**src/rtl/arbt_pkg.sv**
```systemverilog
// Shared types and helpers for the round-robin arbiter family.
package arbt_pkg;

  localparam int unsigned ARBT_WIDTH_DEF = 4;
  localparam int unsigned WGHT_MAX_BITS  = 16;

  typedef logic [$clog2(ARBT_WIDTH_DEF)-1:0] arbt_idx_t;

  // Index width for an n-way arbiter, never narrower than one bit.
  function automatic int unsigned arbt_idx_bits(input int unsigned n);
    if (n > 32'd2) return $clog2(n);
    else return 32'd1;
  endfunction

  function automatic logic [WGHT_MAX_BITS-1:0] arbt_eff_weight(input logic [WGHT_MAX_BITS-1:0] w);
    if (w == 16'd0) return 16'd1;
    else return w;
  endfunction

endpackage

```
**src/rtl/arbt_rr_sel.sv**
```systemverilog
// Rotating-priority selector: first requester after last_i wins, last_i itself is lowest.
module arbt_rr_sel #(
  parameter int unsigned N     = 4,
  parameter int unsigned IDX_W = 2
) (
  input  logic [N-1:0]     req_i,
  input  logic [IDX_W-1:0] last_i,
  output logic [IDX_W-1:0] sel_o,
  output logic             any_o
);

  logic [IDX_W-1:0] cand_s;

  // Scan from the farthest slot to the nearest so the nearest requester overrides.
  always_comb begin
    sel_o  = last_i;
    cand_s = last_i;
    for (int k = int'(N); k >= 1; k--) begin
      cand_s = last_i + IDX_W'(k);
      sel_o  = req_i[cand_s] ? cand_s : sel_o;
    end
    any_o = |req_i;
  end

endmodule

```
**src/rtl/arbt_wrr.sv**
```systemverilog
// Weighted round-robin arbiter with a registered, back-pressured output stage.
module arbt_wrr
  import arbt_pkg::*;
#(
  parameter int unsigned            DATA_WIDTH = 32,
  parameter int unsigned            ARBT_WIDTH = 4,
  parameter int unsigned            WGHT_WIDTH = 4,
  parameter logic [DATA_WIDTH-1:0]  RESET_VAL  = {DATA_WIDTH{1'b0}}
) (
  input  logic                          clk_i,
  input  logic                          rst_i,
  input  logic [DATA_WIDTH-1:0]         data_i   [0:ARBT_WIDTH-1],
  input  logic [ARBT_WIDTH-1:0]         req_i,
  output logic [ARBT_WIDTH-1:0]         gnt_o,
  input  logic [WGHT_WIDTH-1:0]         weight_i [0:ARBT_WIDTH-1],
  output logic [DATA_WIDTH-1:0]         data_o,
  output logic [$clog2(ARBT_WIDTH)-1:0] idx_o,
  output logic                          vld_o,
  input  logic                          ack_i
);

  localparam int unsigned IDX_W = arbt_idx_bits(ARBT_WIDTH);

  logic [IDX_W-1:0]         cur_idx_q, cur_idx_d;
  logic [WGHT_WIDTH-1:0]    burst_cnt_q, burst_cnt_d;
  logic [DATA_WIDTH-1:0]    data_q;
  logic [IDX_W-1:0]         idx_q;
  logic                     vld_q;
  logic [IDX_W-1:0]         scan_sel_s, sel_s;
  logic                     any_s, cont_s, take_s;
  logic [WGHT_MAX_BITS-1:0] eff_w_s;

  arbt_rr_sel #(
    .N     (ARBT_WIDTH),
    .IDX_W (IDX_W)
  ) u_rr_sel (
    .req_i  (req_i),
    .last_i (cur_idx_q),
    .sel_o  (scan_sel_s),
    .any_o  (any_s)
  );

  // Winner selection and burst/pointer next state; a stalled stage freezes both.
  always_comb begin
    cont_s      = (burst_cnt_q != {WGHT_WIDTH{1'b0}}) && req_i[cur_idx_q];
    sel_s       = cont_s ? cur_idx_q : scan_sel_s;
    take_s      = (!vld_q || ack_i) && any_s;
    eff_w_s     = arbt_eff_weight(WGHT_MAX_BITS'(weight_i[sel_s]));
    cur_idx_d   = cur_idx_q;
    burst_cnt_d = burst_cnt_q;
    if (take_s && cont_s) begin
      burst_cnt_d = burst_cnt_q - WGHT_WIDTH'(1);
    end else if (take_s) begin
      cur_idx_d   = sel_s;
      burst_cnt_d = WGHT_WIDTH'(eff_w_s - 16'd1);
    end else begin
      cur_idx_d   = cur_idx_q;
      burst_cnt_d = burst_cnt_q;
    end
  end

  // Accept strobe toward the winning requester, held low while in reset.
  always_comb begin
    gnt_o = {ARBT_WIDTH{1'b0}};
    if (take_s && !rst_i) begin
      gnt_o[sel_s] = 1'b1;
    end else begin
      gnt_o = {ARBT_WIDTH{1'b0}};
    end
  end

  // Arbitration state and output register.
  always_ff @(posedge clk_i or posedge rst_i) begin
    if (rst_i) begin
      cur_idx_q   <= IDX_W'(ARBT_WIDTH - 1);
      burst_cnt_q <= {WGHT_WIDTH{1'b0}};
      data_q      <= RESET_VAL;
      idx_q       <= {IDX_W{1'b0}};
      vld_q       <= 1'b0;
    end else begin
      cur_idx_q   <= cur_idx_d;
      burst_cnt_q <= burst_cnt_d;
      if (take_s) begin
        data_q <= data_i[sel_s];
        idx_q  <= sel_s;
        vld_q  <= 1'b1;
      end else if (ack_i) begin
        vld_q <= 1'b0;
      end else begin
        vld_q <= vld_q;
      end
    end
  end

  assign data_o = data_q;
  assign idx_o  = idx_q;
  assign vld_o  = vld_q;

endmodule

```
**config.mk**
```make
export PLATFORM = sky130hd
export DESIGN_NAME = arbt_wrr
export DESIGN_NICKNAME = d
export VERILOG_FILES = /design/src/rtl/arbt_pkg.sv /design/src/rtl/arbt_rr_sel.sv /design/src/rtl/arbt_wrr.sv
export SDC_FILE = /design/constraint.sdc
export NUM_CORES = 1
export LEC_CHECK = 0
export ABC_AREA = 1
export ABC_CLOCK_PERIOD_IN_PS = 3250
export BUFFER_PORTS_ARGS = -buffer_cell sky130_fd_sc_hd__buf_2
export CAP_MARGIN = 15
export CORE_MARGIN = 5
export CORE_UTILIZATION = 35
export CTS_BUF_LIST = sky130_fd_sc_hd__clkbuf_8
export DETAILED_ROUTE_END_ITERATION = 7
export GPL_TIMING_DRIVEN = 0
export PLACE_DENSITY_LB_ADDON = 0.05
export SLEW_MARGIN = 10
export SYNTH_ARGS = -nofsm -noshare
export SYNTH_HDL_FRONTEND = slang
export SYNTH_HIERARCHICAL = 1
export SYNTH_SLANG_ARGS = --single-unit
```
**constraint.sdc**
```tcl
create_clock -name clk_i -period 3.25 [get_ports clk_i]
set_input_delay 0.1625 -clock clk_i [delete_from_list [all_inputs] [get_ports clk_i]]
set_output_delay 0.1625 -clock clk_i [all_outputs]
set_load 0.01 [all_outputs]
```
==> out/qor.yml, run 1 <==
outcome:
  status: "finished clean"
placed_design:
  io_buffers: 189
  gp_congestion: 0.838
  dp_slack_ns: 0.469
  hpwlAfterDp_um: 8680
die:
  die-area_sq_um: 10100
  chipHeight_um: 101
  core_area_sq_um: 8130
  fp.dieW_um: 101
  initial_core_util_pct: 35.4
  io_pins: 190
  fp-row-count: 33
worst_hold_path:
  min_from: "ack_i"
  min_path_type: "in2reg"
  holdPathStages: 4
global_routing:
  grt_pass1_vias: 3717
  grt-ovfl-total: 0
  grt_use_total_pct: 20.8
  grt_pass1_wl_um: 17000
  grt_max_degree: 26
  antenna_found_initial: 0
final_layout:
  multi_input_comb_area_sq_um: 1630
  drive_gt1_share_pct: 36.7
  num_antenna_cells: 0
  nets: 803
  fill_cells: 884
  areaGrowthSynthToFinish_pct: 42.5
  seq_area_sq_um: 1030
  final_util_pct: 50.4
sta:
  min_period_ns: 2.79
  period_share_pct: 85.9
  fin_skew_ns: 0.0166
  relSlewSlack_pct: 67.3
  slew_violations: 0
  fin_setup_tns_ns: 0
  hold_viol_final: 0
  worstMarginPinSlew_ns: 0.491
  finalSetupViolCount: 0
  max_freq_mhz: 358
  rsz0062_at_grt: "no"
  fin_ws_ns: 0.458
critical_path:
  path_class: "reg2reg"
  reg2reg_slack_ns: 0.46
  cp_max_fo: 10
  worstSetupStartpointType: "flip-flop"
  cp-end-kind: "flip-flop"
  reg2regPathDepth: 25
  timing.rr.start: "cur_idx_q[0]$_DFFE_PP1P_"
  reg2reg_to: "burst_cnt_q[2]$_DFFE_PP0P_"
  worst_ep_arrival_time_ns: 2.96
  cp_data_required_time_ns: 3.41
  crit_end: "burst_cnt_q[2]$_DFFE_PP0P_"
  worstSetupStartpoint: "cur_idx_q[0]$_DFFE_PP1P_"
synthesis:
  postSynthCellCount: 453
  synth_area_per_cell_sq_um: 6.36
  yosys_warnings: 6
  synthArstFlopShare_pct: 100
  synth.ff_latch_count: 41
  syn_area_sq_um: 2880
  yosysUniqueCellTypes: 30
  ys.flop_type: "dfrtp_1"
  synth_edf_count: 0
  ys_seq_area_share_pct: 35.7
  synth_nets: 605
clock_tree:
  cts_root_buf: "clkbuf_8"
  h-tree-depth: 2
  clk_pin_slew_ns: 0.07
  numCtsBuffers: 5
  cts_tree: "done"
  clk_latency_ns: 0.30
  clock_sinks: 41
  clock_path_buffers: 2
routing:
  wirelength_um: 10500
  ant_nets: 0
  viasPerCell: 4.78
  wire_per_inst_um: 13.9
  remaining_drc_errors: 0
  dr.pass1.iters: 4
  drt_iter0_drc: 91
  vias: 3621
power_and_ir_drop:
  power_density_nw_per_um2: 1340
  p_leak_uw: 0.00235
  peakVddDrop_mv: 0.755
job:
  drv_cap: 0
area by class of cell:
| cell class | instances | share of cell area, % |
|---|---|---|
| Multi-Input combinational cell | 363 | 39.7 |
| Inverter | 29 | 2.84 |
| Buffer | 20 | 2.59 |
| Tap cell | 105 | 3.20 |
| Clock buffer | 6 | 2.01 |
| Sequential cell | 41 | 25.1 |
| Timing Repair Buffer | 191 | 23.8 |
| Clock inverter | 2 | 0.823 |
synthesized netlist by cell type, types with 2 or more instances:
| master | instances | area, sq um |
|---|---|---|
| nor2_2 | 2 | 12.5 |
| a31oi_1 | 8 | 50.1 |
| nor2_4 | 2 | 22.5 |
| o21ai_0 | 9 | 45.0 |
| buf_4 | 3 | 22.5 |
| nand2_2 | 13 | 81.3 |
| dfstp_2 | 2 | 52.6 |
| nor3_1 | 4 | 20.0 |
| inv_1 | 22 | 82.6 |
| nor2_1 | 13 | 48.8 |
| nand3_1 | 15 | 75.1 |
| dfrtp_1 | 39 | 976 |
| nand2_1 | 249 | 935 |
| clkbuf_1 | 4 | 15.0 |
| a22oi_1 | 14 | 105 |
| inv_2 | 4 | 15.0 |
| nand4_1 | 26 | 163 |
| buf_2 | 10 | 50.1 |
| buf_1 | 2 | 7.51 |
| o21ai_1 | 2 | 10.0 |
worst max-delay path: stages, from the launching register on:
cell and delay [ns]:
dfstp_2 0.59, buf_6 0.16, inv_6 0.05, nand2_2 0.05, nand2_1 0.07, nand2_1 0.08, nand2_1 0.07, inv_2 0.05
nand2_1 0.05, nand2_1 0.05, nand2_1 0.04, inv_1 0.06, inv_1 0.05, nand2_1 0.13, nand2_2 0.18, nand2_1 0.11
nand2_1 0.05, nand2_1 0.05, nand2_1 0.08, inv_1 0.06, nand2_1 0.04, nand2_1 0.06, nand2_2 0.07, ha_1 0.21
xnor2_1 0.16, o21ai_1 0.08
cells in the final DEF (no fill, tap or decap), types with 9 or more instances in the layout:
master and n:
buf_2 199, nand3_1 15, nor2_1 13, a22oi_1 14, nand2_1 249, inv_1 22, nand4_1 26, o21ai_0 9
nand2_2 13, dfrtp_1 39
logic make-up (layout without fill, tap and decap cells):
logic type / Yosys count / in the layout / synth area share (%)
xor+xnor: 1 / 1 / 0.304
flops: 41 / 41 / 35.7
compound gates: 36 / 36 / 8.30
simple gates: 325 / 325 / 47.5
buf+inv: 49 / 248 / 7.74
fa+ha+maj: 1 / 1 / 0.435
power breakdown:
| group | total, uW | switching [uW] | internal, uW |
|---|---|---|---|
| combinational | 4130 | 2670 | 1460 |
| clock | 419 | 172 | 247 |
| sequential | 961 | 159 | 802 |
| total | 5510 | 3000 | 2510 |
what timing repair did:
| action | CTS | global route |
|---|---|---|
| setup buffers | 0 | 0 |
| endpoints found under the hold margin | 14 | 0 |
| hold buffers | 1 | 0 |
| setup endpoints to repair | 0 | 0 |
| resized for setup | 0 | 0 |
sequential cells by signal, indices dropped and copies added (netlist names):
| name | count |
|---|---|
| idx_o | 2 |
| data_o | 32 |
| vld_o | 1 |
| cur_idx_q | 2 |
| burst_cnt_q | 4 |
layer usage:
layer / share of wire (%) / vias to the layer above / global-route usage [%]
met5: 0 / - / 0
met3: 7.4 / 13 / 4.78
met2: 50 / 121 / 36.9
met1: 40 / 1643 / 25.0
li1: - / 1844 / -
met4: 1.7 / 0 / 5.91
how the worst min path moves through the flow:
| stage | endpoint | slack [ns] |
|---|---|---|
| floorplan | vld_o$_DFFE_PP0P_ | 0.33 |
| global placement | vld_o$_DFFE_PP0P_ | 0.43 |
| detailed placement | data_o[20]$_DFFE_PP0P_ | 0.18 |
| CTS | vld_o$_DFFE_PP0P_ | 0.13 |
| global route | data_o[23]$_DFFE_PP0P_ | 0.17 |
| finish | vld_o$_DFFE_PP0P_ | 0.13 |
per-stage QoR:
stage | instance area (sq um) | total power, uW | cells | hold slack [ns]
finish | 4100 | 5510 | 757 | 0.135
global route | 4100 | 6150 | 757 | 0.172
CTS | 4100 | 5580 | 757 | 0.131
detailed placement | 3980 | 5140 | 748 | 0.176
global placement | 3960 | 5070 | 747 | 0.430
floorplan | 2880 | 3900 | 453 | 0.328
Power figures use the tool's default switching activity.
==> run 2, diff against run 1 <==
Settings changed: BUFFER_PORTS_ARGS -buffer_cell sky130_fd_sc_hd__buf_2 to unset, CORE_MARGIN 5 to 2, DONT_BUFFER_PORTS set to 1.
==> run 2 against run 1 <==
Compared with the run above:
- critical path depth decreased by 2
- sequential power is 17% higher
- die area decreased by 12%
- sequential share of layout area grew 8.0 points
- critical endpoint unchanged
- critical path type unchanged
- core utilization decreased by 12 points
- first-iteration DRC count is 12% lower
==> out/qor.yml, run 2 (same netlist as run 1, synthesis figures left out) <==
outcome:
  status: "finished clean"
critical_path:
  cp_slowest_stage_delay_ns: 0.60  # about the same
  cp-end-kind: "flip-flop"
  cpMostUsedCell: "nand2_1"
  cp_cell_sequence: "buf_6 > inv_6 > nand2_2 > nand2_2 > nand2_1 > nand2_1 > inv_2 > nand3_1 > nand2_1 > inv_1 > nand2_1 > nand2_2 > nand2_1 > nand2_1 > nand2_1 > nand2_1 > nor2_1 > nand2_1 > nand2_1 > nand2_2 > ha_1 > xnor2_1 > o21ai_1"
  crit_family: "simple AND/OR/NAND/NOR gates"
  path_buf_inv: 4  # -2
  path_class: "reg2reg"
  cp_data_required_time_ns: 3.42  # about the same
  cp_max_fo: 10  # unchanged
  slowest_stage: "dfstp_2"
  worst_ep_arrival_time_ns: 2.92  # -0.04 ns
  worstSetupStartpointType: "flip-flop"
placed_design:
  io_buffers: 0  # -100%
  gp_congestion: 0.754  # -10%
  hpwlAfterDp_um: 7280  # -16%
sta:
  worstMarginPinSlew_ns: 0.533  # +0.0419 ns
  min_period_ns: 2.75  # -0.0438 ns
  fin_setup_tns_ns: 0  # unchanged
  rsz0062_at_grt: "no"
  max_freq_mhz: 364  # +1.6%
  relSlewSlack_pct: 64.5  # -2.8 points
  period_share_pct: 84.6  # -1.3 points
  finalSetupViolCount: 0  # unchanged
  slew_violations: 0  # unchanged
  hold_viol_final: 0  # unchanged
  fin_skew_ns: 0.0113  # -0.00535 ns
global_routing:
  grt_use_total_pct: 20.1  # -0.65 points
  grt-ovfl-total: 0  # unchanged
  antenna_found_initial: 0  # unchanged
  grt_pass1_wl_um: 13800  # -18%
  grt_pass1_vias: 2695  # -27%
  grt_max_degree: 28  # +7.7%
die:
  initial_core_util_pct: 35.6  # +0.18 points
  core_area_sq_um: 8090  # -0.51%
  io_pins: 190  # unchanged
  fp-row-count: 33  # unchanged
  chipHeight_um: 94.7  # -6.0%
  fp.dieW_um: 94.7  # -6.0%
  die-area_sq_um: 8970  # -12%
routing:
  ant_nets: 0  # unchanged
  wire_per_inst_um: 16.1  # +16%
  wirelength_um: 9120  # -13%
  remaining_drc_errors: 0  # unchanged
  dr.pass1.iters: 4  # unchanged
  viasPerCell: 5.10  # +6.7%
  drt_iter0_drc: 80  # -12%
  vias: 2888  # -20%
final_layout:
  num_antenna_cells: 0  # unchanged
  drive_gt1_share_pct: 10.6  # -26 points
  areaGrowthSynthToFinish_pct: 8.17
  nets: 614  # -24%
  largest_reg_flops: 32  # unchanged
  fill_cells: 925  # +4.6%
  final_cell_mix: "nand2_1, dfrtp_1, nand4_1"
  layout_commonest_cell: "nand2_1"
  final_util_pct: 38.5  # -12 points
job:
  drv_cap: 0  # unchanged
clock_tree:
  cts_root_buf: "clkbuf_8"
  postCtsResizedCells: 0  # unchanged
  clk_pin_slew_ns: 0.08  # about the same
  clock_path_buffers: 2  # unchanged
  post_cts_buffers: 0  # unchanged
  cts_tree: "done"
  numCtsBuffers: 5  # unchanged
  h-tree-depth: 2  # unchanged
  clk_latency_ns: 0.29  # about the same
  clock_sinks: 41  # unchanged
power_and_ir_drop:
  power_density_nw_per_um2: 1630  # +22%
  peakVddDrop_mv: 0.907  # +20%
  p_leak_uw: 0.00157  # -33%
worst_hold_path:
  min_path_type: "in2reg"
[run 2: cell type report]
cell class / count / area (sq um) / area share [%]
buffer: 20 / 106 / 3.42
clock buffer: 5 / 68.8 / 2.21
clock inverter: 1 / 5.00 / 0.161
inverter: 29 / 116 / 3.74
multi-input combinational: 363 / 1630 / 52.3
sequential: 41 / 1030 / 33.0
tap: 105 / 131 / 4.22
timing repair buffer: 2 / 30.0 / 0.964
[run 2: per-stage QoR]
| step | std cells | setup slack (ns) | area [sq um] | total power, uW | hold WS [ns] |
|---|---|---|---|---|---|
| 3_3_place_gp | 558 | 0.480 | 3010 | 4790 | 0.344 |
| 4_1_cts | 566 | 0.460 | 3110 | 5190 | 0.0545 |
| 2_1_floorplan | 453 | 0.799 | 2880 | 3900 | 0.328 |
| 5_1_grt | 566 | 0.135 | 3110 | 5720 | 0.0814 |
| 3_5_place_dp | 559 | 0.473 | 3030 | 4860 | 0.0474 |
| 6_report | 566 | 0.501 | 3110 | 5090 | 0.0550 |
[run 2: tightest hold or removal path, cell delays in order]
cell     delay (ns)
inv_1          0.02
nand2_1        0.07
nand2_1        0.05
[run 2: repair_timing]
action	in CTS	in global routing
endpoints found under the setup margin	0	0
hold buffers	1	0
endpoints found under the hold margin	15	0
[run 2: path summary, 6_finish.rpt]
check | start | end | slack [ns] | cells past startpoint
max | cur_idx_q[0]$_DFFE_PP1P_ | burst_cnt_q[2]$_DFFE_PP0P_ | 0.50 | 23
min | ack_i | vld_o$_DFFE_PP0P_ | 0.05 | 3
max reg2reg | cur_idx_q[0]$_DFFE_PP1P_ | burst_cnt_q[2]$_DFFE_PP0P_ | 0.50 | 23
min reg2reg | burst_cnt_q[1]$_DFFE_PP0P_ | burst_cnt_q[1]$_DFFE_PP0P_ | 0.50 | 2
max in group asynchronous | rst_i | cur_idx_q[0]$_DFFE_PP1P_ | 2.41 | 3
min in group asynchronous | rst_i | data_o[11]$_DFFE_PP0P_ | 0.30 | 2
[run 2: metal layers]
metal	vias to the layer above	part of all wire, %	GRT usage [%]
li1	1464	-	-
met2	115	50	35.5
met1	1300	41	24.7
met3	9	7.1	5.03
met4	0	1.5	4.71
met5	-	0	0
[run 2: report_power, final]
group | internal (uW) | leakage (uW) | switching [uW]
clock network | 142 | 0.0000399 | 172
registers | 803 | 0.000491 | 319
logic | 1250 | 0.00104 | 2410
==> run 3, diff against run 2 <==
Settings changed: ABC_AREA 1 to 0, ABC_CLOCK_PERIOD_IN_PS 3250 to 2800.
Clock period 3.25 ns to 2.8 ns, I/O delays scaled along.
==> run 3 against run 2 <==
Compared with the run above:
- count of clock-buffer cells in the layout grew 1
- sequential power grew 13%
- final cell count shrank 3.4%
- global-route usage grew 1.0 points
- maximum frequency shrank 0.38%
- register-to-register slack lost 0.46 ns
- critical path depth shrank 11
- clock power grew 58%
- area after synthesis grew 6.2%
- die area grew 5.9%
==> out/qor.yml, run 3 <==
critical_path:
  cp_max_fo: 5  # -5
  worst_ep_arrival_time_ns: 2.92  # about the same
  cp_data_required_time_ns: 2.96  # -0.46 ns
  path_buf_inv: 1  # -3
  cp_cell_sequence: "nor2b_4 > a21o_1 > a221o_1 > a21bo_4 > buf_4 > o21ai_2 > a211oi_2 > o31ai_2 > a31oi_4 > ha_4 > xnor2_2 > o21ai_1"
  cp-end-kind: "flip-flop"
  worstSetupStartpointType: "flip-flop"
  cp_slowest_stage_delay_ns: 0.60  # about the same
  slowest_stage: "dfstp_2"
  crit_family: "compound AO/OA/AOI/OAI gates"
  path_class: "reg2reg"
global_routing:
  grt_use_total_pct: 21.2  # +1.0 points
  grt.met3_usage_pct: 5.40  # +0.37 points
  grt-ovfl-total: 0  # unchanged
  grt_use_met1_pct: 26.7  # +2.0 points
  grt_pass1_vias: 3152  # +17%
  grt_pass1_wl_um: 16300  # +18%
  met2_usage_pct: 36.4  # +0.98 points
  grt_max_degree: 22  # -21%
  antenna_found_initial: 0  # unchanged
  grt-busiest-layer: "met2"
final_layout:
  drive_gt1_share_pct: 15.7  # +5.1 points
  layout_commonest_cell: "nand2_1"
  largest_reg_flops: 32  # unchanged
  stdcell_area_sq_um: 3580  # +15%
  nets: 590  # -3.9%
  areaGrowthSynthToFinish_pct: 17.0
  final_cell_mix: "nand2_1, and3_1, dfrtp_1"
  fill_cells: 927  # +0.22%
  num_antenna_cells: 0  # unchanged
  finalNonFillerCells: 547  # -3.4%
die:
  initial_core_util_pct: 35.6  # about the same
  fp.dieW_um: 97.5  # +2.9%
  die-area_sq_um: 9500  # +5.9%
  fp-row-count: 34  # +3.0%
  io_pins: 190  # unchanged
  core_area_sq_um: 8590  # +6.2%
  chipHeight_um: 97.5  # +2.9%
power_and_ir_drop:
  totalPowerFinal_uw: 5350  # +5.1%
  peakVddDrop_mv: 0.528  # -42%
  power_density_nw_per_um2: 1500  # -8.5%
  p_leak_uw: 0.00175  # +11%
routing:
  remaining_drc_errors: 0  # unchanged
  ant_nets: 0  # unchanged
  drt_iter0_drc: 117  # +46%
  wire_per_inst_um: 18.7  # +16%
  vias: 3009  # +4.2%
  viasPerCell: 5.50  # +7.8%
  dr.pass1.iters: 4  # unchanged
  wirelength_um: 10200  # +12%
synthesis:
  synth_compound_area_share_pct: 19.1  # +11 points
  netlist_top_cells_area: "dfrtp_1, nand2_1, and3_1, o31ai_1, clkbuf_1"
  syn_area_sq_um: 3060  # +6.2%
  synth_top_area_share_pct: 31.9  # -2.0 points
  yosysUniqueCellTypes: 44  # +47%
  synth.ff_latch_count: 41  # unchanged
  synth_nets: 568  # -6.1%
  synth_xor_area_share_pct: 0.286  # -0.018 points
  synthArstFlopShare_pct: 100  # unchanged
  synth_top_family_by_area: "simple AND/OR/NAND/NOR gates"
  yosys_warnings: 6  # unchanged
  yosysMostFrequentCell: "nand2_1"
  muxShareOfSynthArea_pct: 2.50  # +2.5 points
  synth_area_per_cell_sq_um: 7.35  # +16%
  ys_seq_area_share_pct: 33.6  # -2.1 points
  yosys-top-cells-count: "nand2_1, and3_1, dfrtp_1"
  synth_adder_area_share_pct: 0.409  # -0.025 points
  ys.flop_type: "dfrtp_1"
  postSynthCellCount: 416  # -8.2%
  synth_top_area_cell: "dfrtp_1"
  synth_edf_count: 0  # unchanged
  synth-simple-area-share_pct: 38.3  # -9.2 points
sta:
  period_share_pct: 98.5  # +14 points
  hold_viol_final: 0  # unchanged
  fin_ws_ns: 0.0409  # -0.460 ns
  min_period_ns: 2.76  # +0.0105 ns
  rsz0062_at_grt: "yes"
  finalSetupViolCount: 0  # unchanged
  relSlewSlack_pct: 63.9  # -0.60 points
  worstMarginPinSlew_ns: 0.542  # +0.00896 ns
  fin_skew_ns: 0.00352  # -0.00776 ns
  max_freq_mhz: 362  # -0.38%
  slew_violations: 0  # unchanged
  fin_setup_tns_ns: 0  # unchanged
placed_design:
  hpwlAfterDp_um: 7690  # +5.7%
  place_inst: 525  # -6.1%
  io_buffers: 0  # unchanged
  dp_slack_ns: -0.202  # -0.676 ns
  gp_congestion: 0.837  # +11%
  placed_area_sq_um: 3220  # +6.3%
clock_tree:
  clock_path_buffers: 2  # unchanged
  numCtsBuffers: 5  # unchanged
  clock_sinks: 41  # unchanged
  clk_latency_ns: 0.29  # about the same
  clk_pin_slew_ns: 0.08  # about the same
  cts_root_buf: "clkbuf_8"
  h-tree-depth: 2  # unchanged
  cts_tree: "done"
outcome:
  status: "finished clean"
worst_hold_path:
  min_path_type: "in2reg"
job:
  drv_cap: 0  # unchanged
## run 3: repair_timing
action                     in CTS  in global routing
setup endpoints to repair      33                 26
hold endpoints to repair       20                  0
gates cloned                    0                  0
hold buffers                    1                  0
resized for setup               9                 24
pin swaps                       1                  8
buffers inserted                4                  9
## run 3: final cells by class
| type | instances | area [sq um] | area share (%) |
|---|---|---|---|
| buffer | 31 | 183 | 5.11 |
| timing repair buffer | 15 | 148 | 4.13 |
| clock inverter | 2 | 33.8 | 0.944 |
| clock buffer | 6 | 82.6 | 2.31 |
| inverter | 7 | 26.3 | 0.735 |
| tap | 108 | 135 | 3.78 |
| multi-input combinational | 337 | 1940 | 54.2 |
| sequential | 41 | 1030 | 28.8 |
## run 3: power by group
group	internal, uW	switching [uW]	leakage, uW
clock network	287	210	0.0000626
logic	1610	1980	0.00120
registers	905	358	0.000491
total	2800	2540	0.00175
## run 3: stage by stage
stage	hold slack (ns)	utilization, %
after floorplan	0.355	-
after global placement	0.391	37.2
after detailed placement	0.0751	37.5
after CTS	0.0810	39.6
after global routing	0.0968	41.6
final	0.0918	41.6
## run 3: worst paths after layout
path                                            startpoint                         end  slack (ns)  depth (start not counted)
worst max-delay path              cur_idx_q[0]$_DFFE_PP1P_  burst_cnt_q[2]$_DFFE_PP0P_        0.04                         12
worst min-delay path                                 ack_i           vld_o$_DFFE_PP0P_        0.09                          2
worst max register to register    cur_idx_q[0]$_DFFE_PP1P_  burst_cnt_q[2]$_DFFE_PP0P_        0.04                         12
worst min register to register  burst_cnt_q[2]$_DFFE_PP0P_  burst_cnt_q[2]$_DFFE_PP0P_        0.55                          2
max in group asynchronous                            rst_i    cur_idx_q[1]$_DFFE_PP1P_        1.91                          3
min in group asynchronous                            rst_i      data_o[16]$_DFFE_PP0P_        0.33                          2
## run 3: cell families (layout without fill, tap and decap cells)
kind of cell | after synthesis | after routing
mux | 7 | 7
buf+inv | 38 | 61
fa+ha+maj | 1 | 1
flops | 41 | 41
xor+xnor | 1 | 1
simple gates | 257 | 257
compound gates | 71 | 71
## run 3: routing by layer
| metal | up-vias | share of wire [%] | wire length [um] |
|---|---|---|---|
| met5 | - | 0 | 0 |
| met4 | 0 | 0.58 | 59 |
| met3 | 4 | 6.8 | 690 |
| met2 | 116 | 50 | 5070 |
| met1 | 1414 | 43 | 4410 |
| li1 | 1475 | - | - |
